File: src/rtl/temp_bcd_converter.sv
// Binary temperature to three-digit BCD converter.
// A sequential double-dabble engine handles one input bit per clock. Readings
// above MAX_VALUE are clamped and flagged. Leading zeros can optionally be
// replaced by a blank font code so the display shows "  0" instead of "000".
module temp_bcd_converter #(
    parameter int          IN_WIDTH      = 10,
    parameter int          MAX_VALUE     = 999,
    parameter bit          BLANK_LEADING = 1'b1,
    parameter logic [3:0]  BLANK_CODE    = 4'hF
) (
    input  logic                clk,
    input  logic                rst_n,
    input  logic [IN_WIDTH-1:0] temp_raw,
    input  logic                temp_valid,
    output logic                temp_ready,
    output logic [3:0]          temp_value_100,
    output logic [3:0]          temp_value_10,
    output logic [3:0]          temp_value_1,
    output logic                conv_done,
    output logic                temp_sat
);

    localparam int CNT_W = $clog2(IN_WIDTH + 1);
    localparam logic [CNT_W-1:0] CNT_LOAD = CNT_W'(IN_WIDTH);
    localparam logic [31:0] MAX_U32 = 32'(MAX_VALUE);

    typedef enum logic [1:0] {
        IDLE  = 2'd0,
        SHIFT = 2'd1,
        DONE  = 2'd2
    } state_t;

    state_t              state_reg;
    logic [IN_WIDTH-1:0] bin_reg;
    logic [11:0]         bcd_reg;
    logic [CNT_W-1:0]    cnt_reg;
    logic                sat_pend_reg;

    logic [11:0]             bcd_adj;
    logic [IN_WIDTH+11:0]    shifted;
    logic                    sample_sat;
    logic [IN_WIDTH-1:0]     sample_clamped;
    logic [3:0]              dig_h;
    logic [3:0]              dig_t;
    logic [3:0]              dig_o;
    logic [3:0]              disp_h;
    logic [3:0]              disp_t;

    // Add-3 correction on every BCD nibble that would overflow when doubled.
    genvar gi;
    generate
        for (gi = 0; gi < 3; gi++) begin : g_adj
            assign bcd_adj[gi*4 +: 4] = (bcd_reg[gi*4 +: 4] >= 4'd5)
                                        ? bcd_reg[gi*4 +: 4] + 4'd3
                                        : bcd_reg[gi*4 +: 4];
        end
    endgenerate

    // Corrected nibbles and remaining binary bits shift together.
    assign shifted = {bcd_adj, bin_reg} << 1;

    // Compare at 32 bits so narrow inputs never falsely wrap against the ceiling.
    assign sample_sat     = {{(32-IN_WIDTH){1'b0}}, temp_raw} > MAX_U32;
    assign sample_clamped = sample_sat ? MAX_U32[IN_WIDTH-1:0] : temp_raw;

    assign dig_h = bcd_reg[11:8];
    assign dig_t = bcd_reg[7:4];
    assign dig_o = bcd_reg[3:0];

    // Leading-zero suppression: tens blanks only when hundreds is also zero.
    assign disp_h = (BLANK_LEADING && (dig_h == 4'd0)) ? BLANK_CODE : dig_h;
    assign disp_t = (BLANK_LEADING && (dig_h == 4'd0) && (dig_t == 4'd0))
                    ? BLANK_CODE : dig_t;

    // Conversion FSM with registered handshake, digit and status outputs.
    always_ff @(posedge clk or negedge rst_n) begin
        if (!rst_n) begin
            state_reg      <= IDLE;
            bin_reg        <= '0;
            bcd_reg        <= '0;
            cnt_reg        <= '0;
            sat_pend_reg   <= 1'b0;
            temp_ready     <= 1'b1;
            temp_value_100 <= 4'h0;
            temp_value_10  <= 4'h0;
            temp_value_1   <= 4'h0;
            conv_done      <= 1'b0;
            temp_sat       <= 1'b0;
        end else begin
            conv_done <= 1'b0;
            case (state_reg)
                IDLE: begin
                    if (temp_valid && temp_ready) begin
                        bin_reg      <= sample_clamped;
                        bcd_reg      <= '0;
                        cnt_reg      <= CNT_LOAD;
                        sat_pend_reg <= sample_sat;
                        temp_ready   <= 1'b0;
                        state_reg    <= SHIFT;
                    end
                end
                SHIFT: begin
                    bcd_reg <= shifted[IN_WIDTH+11:IN_WIDTH];
                    bin_reg <= shifted[IN_WIDTH-1:0];
                    cnt_reg <= cnt_reg - 1'b1;
                    if (cnt_reg == CNT_W'(1)) begin
                        state_reg <= DONE;
                    end
                end
                DONE: begin
                    temp_value_100 <= disp_h;
                    temp_value_10  <= disp_t;
                    temp_value_1   <= dig_o;
                    temp_sat       <= sat_pend_reg;
                    conv_done      <= 1'b1;
                    temp_ready     <= 1'b1;
                    state_reg      <= IDLE;
                end
                default: begin
                    state_reg  <= IDLE;
                    temp_ready <= 1'b1;
                end
            endcase
        end
    end

endmodule

File: config.mk
export PLATFORM = sky130hd
export DESIGN_NAME = temp_bcd_converter
export DESIGN_NICKNAME = d
export VERILOG_FILES = /design/src/rtl/temp_bcd_converter.sv
export SDC_FILE = /design/constraint.sdc
export NUM_CORES = 1
export LEC_CHECK = 0
export ABC_AREA = 1
export CORE_MARGIN = 2
export CORE_UTILIZATION = 54
export DETAILED_ROUTE_END_ITERATION = 7
export GPL_TIMING_DRIVEN = 0
export PLACE_DENSITY = 0.78
export SETUP_SLACK_MARGIN = 0.4
export SKIP_CTS_REPAIR_TIMING = 1
export SLEW_MARGIN = 5
export SYNTH_ARGS = -nofsm -noshare
export SYNTH_HDL_FRONTEND = slang
export SYNTH_SLANG_ARGS = --single-unit
File: constraint.sdc
create_clock -name clk -period 1.4 [get_ports clk]
set_input_delay 0.35 -clock clk [delete_from_list [all_inputs] [get_ports clk]]
set_output_delay 0.35 -clock clk [all_outputs]
set_load 0.03 [all_outputs]
==> metrics.txt <==
pwr dens 2280 nW/um2; Routed wire per std cell 13.7 um; Synth Flop Type dfrtp_1; Peak Freq 759 MHz; Fill cells 228; outcome finished with violations; Overflow after GRT 0; Via density 5.39; IO buf count 27; Buffers & Inverters on Critical Path 1; Syn Nets 293; first-pass GRT wire length 7.22 mm; Routed WL 5.33 mm; CTS sink count 44; minimum clock period 1320 ps; FF+latch count, synth 44; Initial DRC Count 167; slowest stage delay, CP 550 ps; skew final 9.17 ps; Die ar. 4560 um2; YS warnings 0; vias in the first global route 1718; WP data required 1050 ps; Routability Congestion 0.774; CTS Buffer Depth 2; asr flop ratio synth 1.00; Final HPWL DP 3.15 mm; Max-Cap Viols 0; Synth cell types 21; CTS buffer count 5; Slew Viols, Final 0; initial core utilization 0.553; Post-synth EDFFs 0; CP startpoint kind register; crit-path max FO 3; unrepaired setup endpoints after global routing yes; Stages on worst setup path 1; Pre-Repair DR Iteration Count 4; Synth area leaders dfrtp_1, nand2_1, nand3_1, ha_1, inv_1; Worst R2R Path Depth 7; Synth Instances 271; Die W 67.5 um; worst hold slack -12.9 ps; total number of vias 2090; clock slew at reported path FFs 80 ps; Largest delay share family, worst path flip-flops; H-tree Lvls 2; root buf cell clkbuf_8; worst rel slew slack 0.708; Fin. Hold Viols 13; Mean Syn Cell Area 8.04 um2; GRT Util Overall 0.211; Critical Path AT 970 ps; P_leak 0.00159 uW; crit share post-route 0.941; area of the multi-input gates 1140 um2; io pins 28; Post-Place Cell Area 2560 um2; Layout Nets 359; Design Area, Final 3220 um2; DRC 0; Worst Setup End Kind output port; post-synth top area share 0.494; final setup vio count 0; FP Rows 23; Ant. Diodes 0; CTS tree done; failing checks negative hold slack; leading area contributor after synthesis dfrtp_1; Die Height 67.5 um; layout cells sized above 1 0.358; Storage cell area 1110 um2; sequential area share after synthesis 0.506; Area Overhead vs Synth 47.8%; CP max-delay cell dfstp_2; synthesized cell area 2180 um2; flip-flop count of the largest register after layout 12; Worst-Skew Late Latency 290 ps; DRT antenna net count 0; cell with the most instances after synthesis nand2_1; Worst-Margin Slew 438 ps; CP cell instances buf_6; Hold WC Path Type primary input to async pin; Core ar. 3940 um2; antenna violations before repair 0; largest net degree at the start of global routing 28; Max VDD drop 1.24 mV; Setup CP Type register to output port; synth cell count leaders nand2_1, dfrtp_1, nand3_1
-- path summary, 6_finish.rpt --
kind / start / endpoint / slack, ps
min in group clk: cnt_reg[3] / cnt_reg[3] / 470
hold reg to reg: cnt_reg[3] / cnt_reg[3] / 470
setup reg to reg: bcd_reg[4] / bcd_reg[8] / 90
max in group asynchronous: rst_n / bcd_reg[8] / 930
hold / removal: rst_n / temp_value_1[0] / -10
setup / recovery: temp_ready / temp_ready / 80
-- routing by layer --
layer / share of wire / global-route usage / wire length [um] / vias to the layer above
li1: - / - / - / 1011
met1: 0.41 / 0.262 / 2170 / 973
met5: 0 / 0 / 0 / -
met4: 0.023 / 0.0612 / 125 / 0
met3: 0.060 / 0.0500 / 321 / 12
met2: 0.51 / 0.366 / 2720 / 94
-- through the flow --
step | cells | worst slack, ps | setup TNS (ps) | utilization | total power, uW
3_5_place_dp | 349 | -152 | -2890 | 0.650 | 5110
5_1_grt | 388 | 46.7 | 0 | 0.817 | 7870
4_1_cts | 357 | -458 | -4220 | 0.674 | 5920
2_1_floorplan | 271 | 175 | 0 | - | 4250
3_3_place_gp | 348 | -1150 | -52410 | 0.646 | 5010
6_report | 388 | 82.3 | 0 | 0.817 | 7340
-- final cells by class --
cell class / count / area share
Buffer: 8 / 0.0315
Timing Repair Buffer: 57 / 0.179
Inverter: 32 / 0.0400
Tap cell: 50 / 0.0194
Clock buffer: 6 / 0.0256
Sequential cell: 44 / 0.344
Multi-Input combinational cell: 188 / 0.355
Timing Repair inverter: 1 / 0.00233
Clock inverter: 2 / 0.00311
-- logic make-up after synthesis --
logic type               count (synthesis)  share of synthesized area
adder cells (fa/ha/maj)                  9                     0.0517
AO/OA/AOI/OAI                           29                     0.0712
AND/OR/NAND/NOR                        149                      0.293
buffers and inverters                   40                     0.0781
flip-flops                              44                      0.506
-- report_power, final --
| part | total (uW) | switching (uW) | internal, uW |
|---|---|---|---|
| Sequential | 2300 | 485 | 1810 |
| Clock | 819 | 425 | 394 |
| Combinational | 4230 | 2310 | 1920 |
| Total | 7340 | 3220 | 4120 |
-- placed cells by master (no fill, tap or decap), types with 6 or more instances in the layout --
cell type | Yosys | final
buf_4 | 4 | 25
buf_6 | 0 | 21
clkbuf_8 | 0 | 6
clkdlybuf4s50_1 | 0 | 11
dfrtp_1 | 43 | 39
inv_1 | 29 | 19
inv_2 | 2 | 10
nand2_1 | 75 | 63
nand2_2 | 1 | 9
nand3_1 | 40 | 34
nor2_1 | 26 | 23
o21ai_1 | 5 | 7
No activity file was read; power rests on OpenSTA's default activity.
